<file path="src/rtl/gcd_ctrl_pkg.sv">
// -----------------------------------------------------------------------------
// gcd_ctrl_pkg
//   Shared definitions for the GCD CPU host-side run sequencer:
//   - 3-bit FSM state encoding (IDLE..DONE)
//   - default data-memory map for operand A, operand B and the result word
//   - default run and start-acknowledge timeouts
//   - saturating 32-bit increment used by the optional run-cycle counter
// -----------------------------------------------------------------------------
package gcd_ctrl_pkg;

  localparam int STATE_W = 3;
  typedef logic [STATE_W-1:0] state_t;

  localparam state_t S_IDLE     = 3'd0;
  localparam state_t S_LOAD_A   = 3'd1;
  localparam state_t S_LOAD_B   = 3'd2;
  localparam state_t S_START    = 3'd3;
  localparam state_t S_WAIT_BSY = 3'd4;
  localparam state_t S_RUN      = 3'd5;
  localparam state_t S_READ     = 3'd6;
  localparam state_t S_DONE     = 3'd7;

  localparam int DEF_ADDR_A     = 0;
  localparam int DEF_ADDR_B     = 1;
  localparam int DEF_ADDR_RES   = 2;
  localparam int DEF_START_WAIT = 4;
  localparam int DEF_TIMEOUT    = 10000;

  // Increment that sticks at all-ones instead of wrapping.
  function automatic logic [31:0] sat_inc32(input logic [31:0] v);
    logic [31:0] r;
    if (v == 32'hFFFF_FFFF) begin
      r = v;
    end else begin
      r = v + 32'd1;
    end
    return r;
  endfunction

endpackage

</file>
<file path="src/rtl/gcd_run_timer.sv">
// -----------------------------------------------------------------------------
// gcd_run_timer
//   Loadable down-counter that stops at zero (never wraps). o_zero flags the
//   terminal count. Load has priority over decrement.
// Ports:
//   clk        in  clock
//   rst        in  asynchronous active-high reset (count -> 0)
//   i_load     in  load i_load_val this cycle
//   i_load_val in  value to load [W-1:0]
//   i_dec      in  decrement by one if not already zero
//   o_zero     out count == 0
// -----------------------------------------------------------------------------
module gcd_run_timer #(
  parameter int W = 14
) (
  input  logic         clk,
  input  logic         rst,
  input  logic         i_load,
  input  logic [W-1:0] i_load_val,
  input  logic         i_dec,
  output logic         o_zero
);

  logic [W-1:0] r_count;

  // Counter register: load, saturating decrement, or hold.
  always_ff @(posedge clk or posedge rst) begin
    if (rst) begin
      r_count <= {W{1'b0}};
    end else if (i_load) begin
      r_count <= i_load_val;
    end else if (i_dec && (r_count != {W{1'b0}})) begin
      r_count <= r_count - {{(W-1){1'b0}}, 1'b1};
    end else begin
      r_count <= r_count;
    end
  end

  assign o_zero = (r_count == {W{1'b0}});

endmodule

</file>
<file path="src/rtl/gcd_run_ctrl.sv">
// -----------------------------------------------------------------------------
// gcd_run_ctrl
//   Host-side run sequencer for the GCD CPU. Takes one operand pair per
//   request, writes both into CPU data memory, pulses start, waits for bsy to
//   rise and fall, reads the result word back and returns it (or a timeout
//   flag) over a valid/ready handshake. A zero operand short-circuits the CPU:
//   gcd(x,0) = x, returned the cycle after accept.
//
// Optional feature macro: GCD_RUN_CYCLE_COUNT_EN
//   Defined  : adds output run_cycles[31:0], cycles spent from START up to
//              DONE, saturating, valid and held with res_valid.
//   Undefined: no run_cycles port and no counter.
//
// Ports:
//   clk, rst                 clock, asynchronous active-high reset
//   req_valid/req_ready      request handshake (ready only in IDLE)
//   op_a, op_b               operands, sampled on accept
//   cpu_wen/haddr/hdin       host write port into CPU data memory
//   cpu_start                one-cycle run pulse
//   cpu_bsy, cpu_dout        CPU busy and host read data
//   res_valid/res_ready      result handshake
//   res_data, res_timeout    result word (0 on timeout) and abort flag
//   busy                     controller not idle
// -----------------------------------------------------------------------------
module gcd_run_ctrl
  import gcd_ctrl_pkg::*;
#(
  parameter int DW         = 32,
  parameter int AW         = 32,
  parameter int ADDR_A     = DEF_ADDR_A,
  parameter int ADDR_B     = DEF_ADDR_B,
  parameter int ADDR_RES   = DEF_ADDR_RES,
  parameter int START_WAIT = DEF_START_WAIT,
  parameter int TIMEOUT    = DEF_TIMEOUT,
  parameter int READ_LAT   = 1
) (
  input  logic          clk,
  input  logic          rst,
  input  logic          req_valid,
  output logic          req_ready,
  input  logic [DW-1:0] op_a,
  input  logic [DW-1:0] op_b,
  output logic          cpu_wen,
  output logic [AW-1:0] cpu_haddr,
  output logic [DW-1:0] cpu_hdin,
  output logic          cpu_start,
  input  logic          cpu_bsy,
  input  logic [DW-1:0] cpu_dout,
  output logic          res_valid,
  input  logic          res_ready,
  output logic [DW-1:0] res_data,
  output logic          res_timeout,
  output logic          busy
`ifdef GCD_RUN_CYCLE_COUNT_EN
  ,
  output logic [31:0]   run_cycles
`endif
);

  // One timer covers both windows, so it is sized for the larger of the two.
  localparam int TMAX = (TIMEOUT > START_WAIT) ? TIMEOUT : START_WAIT;
  localparam int TW   = $clog2(TMAX + 1);
  localparam int RLW  = (READ_LAT > 0) ? $clog2(READ_LAT + 1) : 1;

  state_t          r_state;
  state_t          w_next;
  logic [DW-1:0]   r_op_a;
  logic [DW-1:0]   r_op_b;
  logic            r_req_ready;
  logic [DW-1:0]   r_res_data;
  logic            r_res_timeout;
  logic [AW-1:0]   r_haddr_hold;
  logic [DW-1:0]   r_hdin_hold;
  logic [RLW-1:0]  r_rd_cnt;
  logic [AW-1:0]   w_haddr;
  logic [DW-1:0]   w_hdin;
  logic            w_accept;
  logic            w_zero_op;
  logic            w_rd_done;
  logic            w_tmr_load;
  logic [TW-1:0]   w_tmr_val;
  logic            w_tmr_dec;
  logic            w_tmr_zero;

  assign w_accept  = req_valid & r_req_ready;
  assign w_zero_op = (op_a == {DW{1'b0}}) | (op_b == {DW{1'b0}});
  assign w_rd_done = (r_rd_cnt == RLW'(READ_LAT));

  gcd_run_timer #(.W(TW)) u_timer (
    .clk        (clk),
    .rst        (rst),
    .i_load     (w_tmr_load),
    .i_load_val (w_tmr_val),
    .i_dec      (w_tmr_dec),
    .o_zero     (w_tmr_zero)
  );

  // FSM state register.
  always_ff @(posedge clk or posedge rst) begin
    if (rst) begin
      r_state <= S_IDLE;
    end else begin
      r_state <= w_next;
    end
  end

  // FSM next-state logic.
  always_comb begin
    w_next = r_state;
    case (r_state)
      S_IDLE: begin
        if (w_accept) begin
          w_next = w_zero_op ? S_DONE : S_LOAD_A;
        end else begin
          w_next = S_IDLE;
        end
      end
      S_LOAD_A: w_next = S_LOAD_B;
      S_LOAD_B: w_next = S_START;
      S_START:  w_next = S_WAIT_BSY;
      S_WAIT_BSY: begin
        if (cpu_bsy) begin
          w_next = S_RUN;
        end else if (w_tmr_zero) begin
          w_next = S_DONE;
        end else begin
          w_next = S_WAIT_BSY;
        end
      end
      S_RUN: begin
        if (!cpu_bsy) begin
          w_next = S_READ;
        end else if (w_tmr_zero) begin
          w_next = S_DONE;
        end else begin
          w_next = S_RUN;
        end
      end
      S_READ: begin
        if (w_rd_done) begin
          w_next = S_DONE;
        end else begin
          w_next = S_READ;
        end
      end
      S_DONE: begin
        if (res_ready) begin
          w_next = S_IDLE;
        end else begin
          w_next = S_DONE;
        end
      end
      default: w_next = S_IDLE;
    endcase
  end

  // Timer control. The WAIT_BSY window is START_WAIT cycles with bsy low.
  // For RUN, the WAIT_BSY cycle that first sees bsy counts as busy cycle 1,
  // so RUN aborts after TIMEOUT-1 further busy cycles: DONE lands exactly
  // TIMEOUT cycles after bsy rose.
  always_comb begin
    w_tmr_load = 1'b0;
    w_tmr_val  = {TW{1'b0}};
    w_tmr_dec  = 1'b0;
    case (r_state)
      S_START: begin
        w_tmr_load = 1'b1;
        w_tmr_val  = TW'(START_WAIT - 1);
      end
      S_WAIT_BSY: begin
        if (cpu_bsy) begin
          w_tmr_load = 1'b1;
          w_tmr_val  = TW'(TIMEOUT - 2);
        end else begin
          w_tmr_dec  = 1'b1;
        end
      end
      S_RUN:   w_tmr_dec = 1'b1;
      default: w_tmr_dec = 1'b0;
    endcase
  end

  // FSM outputs: strobes decoded from the state register, host port muxed
  // from operand registers; haddr/hdin otherwise hold their last value.
  always_comb begin
    cpu_wen   = 1'b0;
    cpu_start = 1'b0;
    res_valid = 1'b0;
    busy      = (r_state != S_IDLE);
    w_haddr   = r_haddr_hold;
    w_hdin    = r_hdin_hold;
    case (r_state)
      S_LOAD_A: begin
        cpu_wen = 1'b1;
        w_haddr = AW'(ADDR_A);
        w_hdin  = r_op_a;
      end
      S_LOAD_B: begin
        cpu_wen = 1'b1;
        w_haddr = AW'(ADDR_B);
        w_hdin  = r_op_b;
      end
      S_START: cpu_start = 1'b1;
      S_READ:  w_haddr   = AW'(ADDR_RES);
      S_DONE:  res_valid = 1'b1;
      default: cpu_wen   = 1'b0;
    endcase
  end

  assign cpu_haddr   = w_haddr;
  assign cpu_hdin    = w_hdin;
  assign req_ready   = r_req_ready;
  assign res_data    = r_res_data;
  assign res_timeout = r_res_timeout;

  // Operand capture on accept.
  always_ff @(posedge clk or posedge rst) begin
    if (rst) begin
      r_op_a <= {DW{1'b0}};
      r_op_b <= {DW{1'b0}};
    end else if (w_accept) begin
      r_op_a <= op_a;
      r_op_b <= op_b;
    end else begin
      r_op_a <= r_op_a;
      r_op_b <= r_op_b;
    end
  end

  // Host-port hold registers, request-ready and read-latency counter.
  // req_ready is registered so it stays low while rst is asserted.
  always_ff @(posedge clk or posedge rst) begin
    if (rst) begin
      r_haddr_hold <= {AW{1'b0}};
      r_hdin_hold  <= {DW{1'b0}};
      r_req_ready  <= 1'b0;
      r_rd_cnt     <= {RLW{1'b0}};
    end else begin
      r_haddr_hold <= w_haddr;
      r_hdin_hold  <= w_hdin;
      r_req_ready  <= (w_next == S_IDLE);
      if ((r_state == S_READ) && !w_rd_done) begin
        r_rd_cnt <= r_rd_cnt + {{(RLW-1){1'b0}}, 1'b1};
      end else if (r_state != S_READ) begin
        r_rd_cnt <= {RLW{1'b0}};
      end else begin
        r_rd_cnt <= r_rd_cnt;
      end
    end
  end

  // Result registers: loaded on the way into DONE, cleared on handshake.
  always_ff @(posedge clk or posedge rst) begin
    if (rst) begin
      r_res_data    <= {DW{1'b0}};
      r_res_timeout <= 1'b0;
    end else begin
      case (r_state)
        S_IDLE: begin
          if (w_next == S_DONE) begin
            r_res_data    <= op_a | op_b;
            r_res_timeout <= 1'b0;
          end else begin
            r_res_data    <= r_res_data;
            r_res_timeout <= r_res_timeout;
          end
        end
        S_WAIT_BSY, S_RUN: begin
          if (w_next == S_DONE) begin
            r_res_data    <= {DW{1'b0}};
            r_res_timeout <= 1'b1;
          end else begin
            r_res_data    <= r_res_data;
            r_res_timeout <= r_res_timeout;
          end
        end
        S_READ: begin
          if (w_next == S_DONE) begin
            r_res_data    <= cpu_dout;
            r_res_timeout <= 1'b0;
          end else begin
            r_res_data    <= r_res_data;
            r_res_timeout <= r_res_timeout;
          end
        end
        S_DONE: begin
          if (res_ready) begin
            r_res_data    <= {DW{1'b0}};
            r_res_timeout <= 1'b0;
          end else begin
            r_res_data    <= r_res_data;
            r_res_timeout <= r_res_timeout;
          end
        end
        default: begin
          r_res_data    <= r_res_data;
          r_res_timeout <= r_res_timeout;
        end
      endcase
    end
  end

`ifdef GCD_RUN_CYCLE_COUNT_EN
  logic [31:0] r_run_cycles;

  // Run-cycle counter: cleared on accept and handshake, counts START..READ.
  always_ff @(posedge clk or posedge rst) begin
    if (rst) begin
      r_run_cycles <= 32'd0;
    end else begin
      case (r_state)
        S_IDLE: begin
          if (w_accept) begin
            r_run_cycles <= 32'd0;
          end else begin
            r_run_cycles <= r_run_cycles;
          end
        end
        S_START, S_WAIT_BSY, S_RUN, S_READ: r_run_cycles <= sat_inc32(r_run_cycles);
        S_DONE: begin
          if (res_ready) begin
            r_run_cycles <= 32'd0;
          end else begin
            r_run_cycles <= r_run_cycles;
          end
        end
        default: r_run_cycles <= r_run_cycles;
      endcase
    end
  end

  assign run_cycles = r_run_cycles;
`endif

endmodule
</file>
<file path="config.mk">
export PLATFORM = sky130hd
export DESIGN_NAME = gcd_run_ctrl
export DESIGN_NICKNAME = d
export VERILOG_FILES = /design/src/rtl/gcd_ctrl_pkg.sv /design/src/rtl/gcd_run_timer.sv /design/src/rtl/gcd_run_ctrl.sv
export SDC_FILE = /design/constraint.sdc
export NUM_CORES = 1
export LEC_CHECK = 0
export CAP_MARGIN = 20
export CORE_MARGIN = 3
export CORE_UTILIZATION = 41
export DETAILED_ROUTE_END_ITERATION = 8
export MAX_ROUTING_LAYER = met4
export PLACE_DENSITY = 0.75
export SLEW_MARGIN = 20
export SYNTH_ARGS = -nofsm -noshare
export SYNTH_HDL_FRONTEND = slang
export SYNTH_HIERARCHICAL = 1
export SYNTH_SLANG_ARGS = --single-unit
</file>
<file path="constraint.sdc">
create_clock -name clk -period 5.75 [get_ports clk]
set_input_delay 0.8625 -clock clk [delete_from_list [all_inputs] [get_ports clk]]
set_output_delay 0.8625 -clock clk [all_outputs]
set_load 0.01 [all_outputs]
</file>
==> metrics <==
vias in the first global route 7260; Hold Crit Class flip-flop to flip-flop; crit share post-route 0.8377; Cells after Synth 784; Die Wd roughly 150 um; first-pass GRT wire length 40610 um; Detail Placement HPWL between 15000 and 20000 um; yosys warns 6; relative slew slack 0.3945; drt drc 0; max cap viols 0; largest net degree at the start of global routing 78; prevailing post-synth register cell dfrtp_1; setup TNS 0 ns; cts bufs inserted 17; Max Slew Vio Count 0; # port buffers 202; GPL Wtd Cong 0.9093; Longest Clk Path Bufs 2; DRT iter0 DRCs about 540; worst r2r src u_timer/r_count[0]; Avg Inst Size Synth 11.07 sq um; worst endpoint required time 4.89 ns; Post-synth EDFFs 0; startpoint class of the critical path flip-flop; initial antenna violation count 1; worst hold path depth 1; Tmin final ~4.8 ns; crit path from r_state[2]; die area 0.02295 sq mm; Post-Synthesis Cell Area 0.008678 sq mm; Final Setup Violations 0; io pins just over 200; Initial Util 0.4234; post-synthesis sequential area ratio 0.5190; Yosys cell types 69; clk slew on worst S/H paths 0.06 ns; nets 1057; worst skew pair latency 0.43 ns; Site Rows between 50 and 60; CTS tree done; 1st-pass router iterations 5; Min-Delay Endpoint r_haddr_hold[5]; share of cells above drive strength 1 0.1996; #FFs+latches synth 180; Post-synth ARST share 1.000; area grow syn2layout 31.99%; hold_sp r_haddr_hold[5]; Pwr Density 593.8 mW/mm^2; DRT Wirelength between 20000 and 30000 um; Hold Vio Cnt, Final 0; antenna-violating nets left 0; CORE AREA 0.02049 sq mm; slew at the pin closest to its max-slew limit 0.9082 ns; Die Height 151.5 um; worst-path fanout max 34; routed len/inst 21.14 um; r2r setup slk between 2 and 2.5 ns; average vias per placed instance 5.842; H-tree levels 4; placed inst area around 0.011 sq mm; CP endpoint kind primary output; Hold Buf Count CTS 0; leakage power 4.582 nW; final clock skew roughly 0.010 ns; R2R depth 10; fin area approximately 0.011 sq mm; unrepaired setup endpoints after global routing false; post-CTS sizing 0; total gr overflow 0; max frequency 207.6 MHz; maximum vdd ir drop 0.3607 mV; Root Buffer clkbuf_16; vias 7233; outcome complete, no violations; critical path type flip-flop to primary output; clk sinks 180; R2R Path End res_data[30]; post-CTS setup buffer count 0; crit path DAT 3.95 ns; Tot GR Track Use 0.2371
synthesized netlist by cell type (all sizes together) (4+ instances only):
master,count,share of area
o22a,20,0.020
a2bb2oi,4,0.0040
nor2,37,0.016
or4,5,0.0048
a221oi,33,0.034
mux2,64,0.083
or2,35,0.025
or3,5,0.0042
nor4,19,0.014
nand2b,4,0.0029
a31oi,5,0.0043
buf,20,0.016
inv,11,0.0050
dfrtp,180,0.52
o22ai,63,0.046
nor3,6,0.0040
clkbuf,48,0.021
o21ai,16,0.0092
nand2,17,0.0074
a22oi,33,0.046
nand4,5,0.0036
and2,32,0.023
a21oi,85,0.049
per-layer routing:
| metal | part of all wire | vias up | track usage |
|---|---|---|---|
| met5 | 0 | - | - |
| met2 | 0.46 | 299 | 0.3394 |
| li1 | - | 3297 | - |
| met3 | 0.080 | 36 | 0.06930 |
| met4 | 0.025 | 0 | 0.07480 |
| met1 | 0.44 | 3601 | 0.3265 |
how the worst max path moves through the flow:
| stage | end | slack, ns | cells past startpoint |
|---|---|---|---|
| 3_5_place_dp | cpu_hdin[18] | 1.43 | 6 |
| 6_report | cpu_haddr[0] | 0.93 | 5 |
| 3_3_place_gp | cpu_hdin[18] | 1.55 | 6 |
| 2_1_floorplan | r_haddr_hold[0] | 0.40 | 1 |
| 4_1_cts | cpu_hdin[18] | 0.99 | 6 |
| 5_1_grt | cpu_haddr[0] | 0.76 | 5 |
critical path: stages, from the launching register on:
cell             delay [ns]
dfrtp_1                0.94
inv_2                  0.52
nand2_1                0.80
a21oi_1                0.15
nor3_1                 0.46
clkdlybuf4s50_1        0.64
power breakdown:
part	leakage, nW	switching, mW	internal, mW
clock network	0.282	0.519	0.663
logic	2.08	1.78	1.65
registers	2.22	0.377	1.81
total	4.58	2.67	4.13
per-stage QoR:
step	power [mW]	std cells	utilization	setup slack, ns	hold slack, ns
6_report	6.802	1238	0.5589	0.9334	0.4800
5_1_grt	7.239	1238	0.5589	0.7556	0.4955
4_1_cts	6.833	1237	0.5587	0.9909	0.4827
3_5_place_dp	5.622	1206	0.5300	1.428	0.4662
3_3_place_gp	5.544	1206	0.5300	1.551	0.4639
2_1_floorplan	4.358	789	-	0.3975	0.4731
flip-flops by register name, indices dropped and copies added (netlist names):
signal and cells:
r_hdin_hold 32, u_timer/r_count 14, r_op_a 32, r_state 3
r_haddr_hold 32, res_timeout 1, r_op_b 32, res_data 32
req_ready 1, r_rd_cnt 1
kinds of logic after synthesis:
logic type	count (synthesis)	synth area share
flip-flops	180	0.5190
AND/OR/NAND/NOR	178	0.1169
XOR/XNOR	2	0.002019
multiplexers	65	0.08420
buffers and inverters	80	0.04210
AO/OA/AOI/OAI	276	0.2326
other	1	0.0004321
adder cells (fa/ha/maj)	2	0.002739
area by class of cell:
class / count / area (sq um)
fill: 1745 / 9040
sequential: 180 / 4507
multi-input combinational: 529 / 3847
timing repair buffer: 215 / 2120
clock buffer: 20 / 446.7
tap: 270 / 337.8
clock inverter: 11 / 141.4
inverter: 12 / 52.55
antenna: 1 / 2.502
placed cells by master, fill, tap and decap left out, drive strengths merged, types with 20 or more instances in the layout:
cell type	instances
a21oi	85
a221oi	33
a22oi	33
and2	32
clkbuf	20
clkdlybuf4s50	202
dfrtp	180
mux2	64
nor2	37
o22a	20
o22ai	63
or2	35
Note: power is estimated with default switching activity, not from simulation.
